<file path="src/rtl/io_config_sequencer.sv">
// Serial configuration loader for a daisy chain of IO blocks: accepts host words,
// shifts them MSB-first into the chain, then waits for the chain's done token.
module io_config_sequencer #(
  parameter int NUM_IO      = 4,
  parameter int BITS_PER_IO = 16,
  parameter int WORD_W      = 8,
  parameter int TIMEOUT     = 64
) (
  input  logic              clk,
  input  logic              reset,
  input  logic              start,
  input  logic [WORD_W-1:0] cfg_data,
  input  logic              cfg_valid,
  output logic              cfg_ready,
  output logic              bit_in,
  output logic              prgm_b,
  output logic              io_prgm_b,
  output logic              io_prgm_b_in,
  input  logic              chain_done_n,
  output logic              busy,
  output logic              done,
  output logic              error
);

  localparam int TOTAL  = NUM_IO * BITS_PER_IO;
  localparam int NWORDS = TOTAL / WORD_W;
  localparam int WC_W   = $clog2(NWORDS + 1);
  localparam int BC_W   = $clog2(WORD_W + 1);
  localparam int TC_W   = $clog2(TIMEOUT + 1);

  localparam logic [WC_W-1:0] LAST_WORD = WC_W'(NWORDS - 1);
  localparam logic [BC_W-1:0] LAST_BIT  = BC_W'(WORD_W - 1);
  localparam logic [TC_W-1:0] LAST_TMO  = TC_W'(TIMEOUT - 1);

  typedef enum logic [2:0] {
    S_IDLE,
    S_START,
    S_LOAD,
    S_SHIFT,
    S_WAIT_DONE,
    S_FINISH,
    S_ERROR
  } state_t;

  state_t            state, state_next;
  logic [WORD_W-1:0] sreg;
  logic [BC_W-1:0]   bit_cnt;
  logic [WC_W-1:0]   word_cnt;
  logic [TC_W-1:0]   tmo_cnt;
  logic              last_bit;

  assign last_bit = (bit_cnt == LAST_BIT);

  always_ff @(posedge clk) begin
    if (reset) begin
      state    <= S_IDLE;
      sreg     <= '0;
      bit_cnt  <= '0;
      word_cnt <= '0;
      tmo_cnt  <= '0;
    end else begin
      state <= state_next;
      case (state)
        // every pass restarts from bit 0 regardless of how the last one ended
        S_START: begin
          sreg     <= '0;
          bit_cnt  <= '0;
          word_cnt <= '0;
          tmo_cnt  <= '0;
        end
        S_LOAD: begin
          if (cfg_valid) begin
            sreg    <= cfg_data;
            bit_cnt <= '0;
          end
        end
        S_SHIFT: begin
          sreg <= {sreg[WORD_W-2:0], 1'b0};
          if (last_bit) begin
            bit_cnt  <= '0;
            word_cnt <= word_cnt + WC_W'(1);
          end else begin
            bit_cnt <= bit_cnt + BC_W'(1);
          end
        end
        S_WAIT_DONE: tmo_cnt <= tmo_cnt + TC_W'(1);
        default: ;
      endcase
    end
  end

  always_comb begin
    state_next   = state;
    cfg_ready    = 1'b0;
    bit_in       = 1'b0;
    prgm_b       = 1'b1;
    io_prgm_b    = 1'b1;
    io_prgm_b_in = 1'b1;
    busy         = 1'b1;
    done         = 1'b0;
    error        = 1'b0;
    case (state)
      S_IDLE: begin
        busy = 1'b0;
        if (start) state_next = S_START;
      end
      S_START: begin
        prgm_b     = 1'b0;
        io_prgm_b  = 1'b0;
        state_next = S_LOAD;
      end
      S_LOAD: begin
        prgm_b    = 1'b0;
        io_prgm_b = 1'b0;
        cfg_ready = 1'b1;
        if (cfg_valid) state_next = S_SHIFT;
      end
      S_SHIFT: begin
        prgm_b       = 1'b0;
        io_prgm_b    = 1'b0;
        io_prgm_b_in = 1'b0;
        bit_in       = sreg[WORD_W-1];
        if (last_bit) state_next = (word_cnt == LAST_WORD) ? S_WAIT_DONE : S_LOAD;
      end
      S_WAIT_DONE: begin
        prgm_b    = 1'b0;
        io_prgm_b = 1'b0;
        // the done token wins over a timeout landing in the same cycle
        if (!chain_done_n)           state_next = S_FINISH;
        else if (tmo_cnt == LAST_TMO) state_next = S_ERROR;
      end
      S_FINISH: begin
        done       = 1'b1;
        state_next = S_IDLE;
      end
      S_ERROR: begin
        busy  = 1'b0;
        error = 1'b1;
        if (start) state_next = S_START;
      end
      default: state_next = S_IDLE;
    endcase
  end

endmodule
</file>
<file path="config.mk">
export PLATFORM = sky130hd
export DESIGN_NAME = io_config_sequencer
export DESIGN_NICKNAME = d
export VERILOG_FILES = /design/src/rtl/io_config_sequencer.sv
export SDC_FILE = /design/constraint.sdc
export NUM_CORES = 1
export LEC_CHECK = 0
export ABC_AREA = 1
export CORE_ASPECT_RATIO = 1.25
export CORE_MARGIN = 1.5
export CORE_UTILIZATION = 53
export DETAILED_ROUTE_END_ITERATION = 6
export GPL_TIMING_DRIVEN = 0
export PLACE_DENSITY = 0.79
export RECOVER_POWER = 50
export SLEW_MARGIN = 20
export SYNTH_ARGS = -nofsm -noshare
export SYNTH_HDL_FRONTEND = slang
export SYNTH_SLANG_ARGS = --single-unit
</file>
<file path="constraint.sdc">
create_clock -name clk -period 1.8 [get_ports clk]
set_input_delay 0.18 -clock clk [delete_from_list [all_inputs] [get_ports clk]]
set_output_delay 0.18 -clock clk [all_outputs]
set_load 0.01 [all_outputs]
</file>
## Word-level counts from Yosys, hierarchy flattened

Cells that the tools add are included.

- Bits in registers: 26
- Output and inout port bits: 8
- Input bits: 13
- Word-level logic and storage cells: 52

- Eq/ne operators: 13
- Muxes and demuxes: 22
- Reductions and logical operators: 9
- Add/sub/neg operators: 3

Operators with widths:

| kind | number |
|---|---|
| 8-bit case mux with 3 select lines | 1 |
| 3-bit two-way mux | 6 |
| 3-bit case mux with 5 select lines | 1 |
| 7-bit case mux with 2 select lines | 1 |
| 4-bit two-way mux | 3 |
| 4-bit case mux with 3 select lines | 1 |
| 3-bit == test (second input constant) | 3 |
| 4-bit by 1-bit adder with 4-bit output (second input constant) | 2 |
| 4-bit by 3-bit == test with 1-bit output (second input constant) | 2 |
| 8-bit two-way mux | 1 |
| 4-bit case mux with 2 select lines | 1 |
| 7-bit by 1-bit adder with 7-bit output (second input constant) | 1 |
| 7-bit by 6-bit == test with 1-bit output (second input constant) | 1 |
| 1-bit two-way mux | 7 |
| 3-bit by 2-bit == test with 1-bit output (second input constant) | 2 |
| 2-bit != test (second input constant) | 2 |
| 2-bit AND reduction | 2 |
| 4-bit AND reduction | 1 |
| 2-bit nonzero test | 2 |
| 4-bit OR reduction | 1 |
| 3-bit by 1-bit == test with 1-bit output (second input constant) | 1 |
| 3-bit logical NOT | 1 |
| 3-bit != test (second input constant) | 1 |
| 3-bit nonzero test | 1 |
| 2 further kinds | 2 |

## Depth between registers and ports, before layout

Gate-level depths: netlist of the first run.

- Depth in word-level cells: 4
- Depth in mapped cells: 10

## Worst setup path after synthesis of the first run

No wires, ideal clock.

- Kind: register -> register
- Start point: reg bit_cnt[0]
- End point: reg word_cnt[3]
- Clock period less this slack: 1,348 ps
- Required time: 1,670 ps
- Cell stages (with the launch flop): 8
- Path slack: 452 ps
- Library setup time: 130 ps
- Data arrival time: 1,218 ps
- Path through: dfxtp_1 > ha_1 > nand2_1 > nor2_1 > o21ai_0 > nor2_1 > a21oi_1 > nor2_1

- Cells in the longest elaborated chain, start to end: 3

RTL lines:

| element | RTL line | source |
|---|---|---|
| from (decl) | 47 | `logic [BC_W-1:0] bit_cnt;` |
| from (signal assigned) | 83 | `bit_cnt <= bit_cnt + BC_W'(1);` |
| 4-bit by 3-bit == test with 1-bit output | 52 | `assign last_bit = (bit_cnt == LAST_BIT);` |
| 2-bit != test (no line) | -- |  |
| 2-bit AND reduction (no line) | -- |  |
| to (signal assigned) | 81 | `word_cnt <= word_cnt + WC_W'(1);` |
| to (decl) | 48 | `logic [WC_W-1:0] word_cnt;` |

No other way between the ends.
A chain may end at the register's enable or synchronous reset.

## Worst setup path in the final report of the first run

- Start point: reg state[2]
- End point: out error

- Cells in the longest elaborated chain, start to end: 2

RTL lines:

| element | RTL line | source |
|---|---|---|
| from (decl) | 45 | `state_t state, state_next;` |
| from (signal assigned) | 62 | `state <= state_next;` |
| 3-bit == test | 102 | `case (state)` |
| 1-bit two-way mux | 102 |  |
| to (decl) | 22 | `output logic error` |

No other way between the ends.

==> flow_summary.yaml, run 1 <==
grt:
  met2_usage_pct: 47.8
  first_global_vias: 1408
  grt_use_met3_pct: 3.16
  top_usage_layer: "met2"
  grt_util_met1_pct: 25.7
  grtUsageTotal_pct: 23.8
  antenna_found_initial: 0
  grt_max_degree: 16
  grt_pass1_wl_um: 5720
  grt_overflow_total: 0
place:
  place_congestion: 0.894
  hpwl_um: 2420
  port_buffers: 20
clock_network:
  clock_sinks: 26
  root_buffer: "clkbuf_4"
  tritoncts: "built"
  clock_path_buffers: 2
  postCtsHoldBufs: 0
  insertion_delay_ps: 320
  clkTransAtPathRegs_ps: 130
  cts_buffers: 3
  htreeDepth: 1
sta:
  fin_skew_ps: 8.74
  setup_viol: 0
  fin_setup_tns_ps: 0
  period_share_pct: 94.1
  worst_slew_pin_slew_ps: 491
  max-slew-margin-rel_pct: 67.3
  fmax_ghz: 0.591
  finalHoldViolCount: 0
  rsz0062_at_grt: "no"
  period_minus_slack_ps: 1690
  slew_violations: 0
finish:
  drive_gt1_share_pct: 11.4
  layout.nets: 262
  utilization_pct: 71.1
  area_growth_pct: 23.3
  antenna_cells: 0
critical_path:
  path_cells: "clkbuf_8 > nand3_1 > inv_1 > clkdlybuf4s50_1"
  cp-start-kind: "flip-flop"
  arrival_ps: 1510
  crit_start: "state[2]$_SDFFE_PP0P_"
  required_ps: 1620
  reg2reg_depth: 8
  setup.worst_path.end_class: "output port"
  r2r-start: "state[2]$_SDFFE_PP0P_"
  r2r_setup_slack_ps: 170
  critPathMaxStageDelay_ps: 520
  worstSetupPathType: "flip-flop to output port"
  cp_max_fo: 7
  cp_slowest_cell: "clkdlybuf4s50_1"
route:
  wl_um: 3350
  first_pass_iters: 4
  route.vias.total: 1497
  drtIter0Drc: 44
  viasPerCell: 5.38
  wire_per_inst_um: 12.0
  antenna_left: 0
  route.detailed.drc: 0
synthesis:
  ys.flop_type: "dfxtp_1"
  yosysMostFrequentCell: "nand2_1"
  ys_seq_area_share_pct: 36.1
  synthCells: 216
  syn_area_per_cell_um2: 6.68
  synth_warnings: 0
  yosys-top-cells-count: "nand2_1 (56), nor2_1 (34), dfxtp_1 (26)"
  synth.cell_area_um2: 1440
  syn-num-nets: 232
  yosys.area.top_type: "dfxtp_1"
  synthTopCellsByArea: "dfxtp_1 (36%), nand2_1 (15%), nor2_1 (8.8%)"
  synth_cell_types: 26
  synth-edff-count: 0
  ys_seq_elements: 26
  ys_async_sr_fraction_pct: 0
  synth_top_area_share_pct: 36.1
floorplanning:
  die_height_um: 61.3
  rows: 20
  pin_count: 21
  coreArea_um2: 2500
  start_util_pct: 57.7
  die_w_um: 49.7
  die-area_um2: 3050
hold_path:
  min_path_cells: 3
  hold_path.class: "primary input to flip-flop"
  hold_start: "cfg_data[0]"
flow_run:
  maxCapViolations: 0
run_status:
  status: "finished, final reports clean"
power:
  ir_drop_mv: 0.911
  p_leak_nw: 0.795
  powerDensity_nw_per_um2: 1400
layout make-up:
class	instances	area, µm²
plain buffers	7	53.8
inverters	22	83.8
flip-flops and latches	26	523
multi-input cells	161	777
clock buffers	3	22.5
clock inverters	1	30.0
repair buffers	25	248
fillers	242	723
well taps	33	41.3
critical path: cells and delay by family, from the launching register on:
kind          cells  cell delay (ps)
buf+inv           3              750
flops             1              360
simple gates      1              100
layer usage:
metal | up-vias | part of all wire (%)
met5 | - | 0
met4 | 0 | 0.75
met3 | 4 | 3.8
met2 | 39 | 53
met1 | 700 | 42
li1 | 754 | -
cell usage in the layout, fill, tap and decap left out, drive strengths merged:
| master | Yosys | layout |
|---|---|---|
| nand3 | 15 | 15 |
| clkdlybuf4s15 | 0 | 1 |
| nand4 | 4 | 4 |
| o21ai | 17 | 17 |
| bufinv | 0 | 1 |
| nor2 | 36 | 36 |
| buf | 4 | 7 |
| clkdlybuf4s25 | 0 | 1 |
| dlygate4sd2 | 0 | 3 |
| a21oi | 19 | 19 |
| nor3 | 2 | 2 |
| clkbuf | 3 | 8 |
| inv | 21 | 21 |
| clkdlybuf4s50 | 0 | 13 |
| nand2 | 60 | 60 |
| xor2 | 1 | 1 |
| or2 | 1 | 1 |
| dfxtp | 26 | 26 |
| a211oi | 1 | 1 |
| dlymetal6s2s | 0 | 2 |
| clkinvlp | 0 | 1 |
| a31o | 2 | 2 |
| ha | 3 | 3 |
repair_timing:
item,in CTS,in global routing
endpoints found under the setup margin,6,7
pin swaps,1,2
buffers inserted,4,1
cloned,0,0
resized for setup,8,7
cells by family after synthesis:
group / after synthesis / synth area share, %
AO/OA/AOI/OAI: 39 / 14.7
buffers and inverters: 29 / 9.89
adder cells (fa/ha/maj): 3 / 2.60
flip-flops: 26 / 36.1
AND/OR/NAND/NOR: 118 / 36.1
XOR/XNOR: 1 / 0.607
flip-flops by register name, indices dropped and copies added (netlist names):
name,count
tmo_cnt,7
bit_cnt,4
state,3
word_cnt,4
sreg,8
worst paths after layout:
path / end
worst min register to register: sreg[7]$_SDFFE_PP0P_
worst max-delay path: error
worst min-delay path: sreg[0]$_SDFFE_PP0P_
worst max register to register: sreg[0]$_SDFFE_PP0P_
power by group:
| part | switching [W] | internal, W | total [W] | leakage (nW) |
|---|---|---|---|---|
| registers | 0.0000760 | 0.000710 | 0.000786 | 0.212 |
| logic | 0.000779 | 0.000540 | 0.00132 | 0.554 |
| clock network | 0.000168 | 0.000225 | 0.000393 | 0.0279 |
| total | 0.00102 | 0.00147 | 0.00250 | 0.795 |
per-stage QoR:
step           worst slack (ps)  power (W)  hold slack [ps]  cells  instance area, µm²
6_report                    107    0.00250              441    278                1780
5_1_grt                    6.24    0.00271              435    278                1780
3_3_place_gp              -31.3    0.00200              439    269                1680
2_1_floorplan               452    0.00167              249    216                1440
4_1_cts                    -142    0.00253              429    277                1790
3_5_place_dp              -72.3    0.00205              457    269                1680
Note: power is estimated with default switching activity, not from simulation.
==> run 2, diff against run 1 <==
CORE_ASPECT_RATIO = unset   (was 1.25)
==> run 2 against run 1 <==
Utilization down 2.0 points. Register-to-register slack improved by 50 ps. Clock power down 25%. Clock skew decreased by 6.2 ps. Critical path type unchanged. Largest cell class unchanged.
==> flow_summary.yaml, run 2 (synthesis gave the netlist of run 1 again) <==
place:
  hpwl_um: 2370
  dp_cells: 266
  place_ws_ps: -58.8
  place_congestion: 0.771
  port_buffers: 20
clock_network:
  tritoncts: "built"
  htreeDepth: 1
  root_buffer: "clkbuf_4"
  postCtsHoldBufs: 0
  clock_path_buffers: 2
  insertion_delay_ps: 320
  cts_buffers: 3
  clock_sinks: 26
  clkTransAtPathRegs_ps: 140
sta:
  worst_slew_pin_slew_ps: 488
  max-slew-margin-rel_pct: 67.5
  slew_violations: 0
  whs_ps: 441
  fin_skew_ps: 2.51
  finalWorstSetupSlack_ps: 88.2
  rsz0062_at_grt: "no"
  fmax_ghz: 0.584
  setup_viol: 0
  finalHoldViolCount: 0
  period_share_pct: 95.1
  period_minus_slack_ps: 1710
critical_path:
  required_ps: 1620
  worstSetupPathType: "flip-flop to output port"
  cp_max_fo: 9
  setup.worst_path.end_class: "output port"
  arrival_ps: 1530
  cp-start-kind: "flip-flop"
power:
  powerDensity_nw_per_um2: 1340
  ir_drop_mv: 1.08
  p_leak_nw: 0.798
  total_power_w: 0.00233
floorplanning:
  pin_count: 21
  rows: 18
  die_height_um: 55.2
  die-area_um2: 3040
  die_w_um: 55.2
  start_util_pct: 57.2
  coreArea_um2: 2520
route:
  wire_per_inst_um: 11.9
  first_pass_iters: 5
  viasPerCell: 5.43
  route.detailed.drc: 0
  route.vias.total: 1478
  wl_um: 3240
  antenna_left: 0
  drtIter0Drc: 28
finish:
  regMostFlops: "sreg"
  drive_gt1_share_pct: 11.2
  reg.largest.list: "sreg (8), tmo_cnt (7)"
  multi_input_area_um2: 790
  area_growth_pct: 20.8
  utilization_pct: 69.1
  antenna_cells: 0
  final_cell_mix: "nand2_1 (57), nor2_1 (31), dfxtp_1 (25)"
  nFillCells: 214
  seq_area_um2: 522
  largest_reg_flops: 8
  layout.nets: 259
  finalNonFillerCells: 272
  final_common_cell: "nand2_1"
grt:
  grt_max_degree: 15
  grt_pass1_wl_um: 5260
  grtUsageTotal_pct: 24.1
  first_global_vias: 1260
  antenna_found_initial: 0
  grt_overflow_total: 0
flow_run:
  maxCapViolations: 0
run_status:
  status: "finished, final reports clean"
hold_path:
  hold_path.class: "primary input to flip-flop"
-- run 2: critical path, cell delays in order, from the launching register on --
cell	delay, ps
dfxtp_2	340
buf_6	130
nor2_4	150
nand2_4	80
clkinv_4	80
nor2_2	40
buf_4	120
dlygate4sd2_1	270
-- run 2: path summary, 6_finish.rpt --
check                        start                   end  slack, ps  cells after the start
max reg2reg  state[0]$_SDFFE_PP0P_  sreg[0]$_SDFFE_PP0P_        220                      8
min                    cfg_data[0]  sreg[0]$_SDFFE_PP0P_        440                      3
max          state[1]$_SDFFE_PP0P_                prgm_b         90                      7
min reg2reg   sreg[6]$_SDFFE_PP0P_  sreg[6]$_SDFFE_PP0P_        460                      2
-- run 2: where the power goes --
group	switching [W]	internal, W	total, W
combinational	0.000762	0.000496	0.00126
sequential	0.0000743	0.000707	0.000781
clock	0.000171	0.000124	0.000295
-- run 2: repair_timing --
action	4_1_cts	5_1_grt
buffers inserted	1	1
pin swaps	1	1
resized for setup	13	5
endpoints found under the setup margin	6	4
-- run 2: layout make-up --
type,instances,area share [%]
Multi-Input combinational cell,161,45.3
Inverter,22,5.03
Tap cell,30,2.15
Clock buffer,4,2.08
Timing Repair Buffer,22,12.1
Sequential cell,26,29.9
Buffer,7,3.45
-- run 2: per-layer routing --
| layer | wire (µm) | GRT usage (%) | vias to the layer above |
|---|---|---|---|
| met4 | 71 | 11.4 | 0 |
| met3 | 196 | 3.76 | 12 |
| li1 | - | - | 750 |
| met5 | 0 | 0 | - |
| met2 | 1550 | 40.1 | 58 |
| met1 | 1410 | 30.2 | 658 |
-- run 2: metrics by stage --
stage                     setup TNS [ps]  cell area, µm²
final                                  0            1740
after CTS                              0            1740
after global placement             -30.9            1680
after floorplan                        0            1440
after global routing                   0            1740
after detailed placement           -58.8            1680
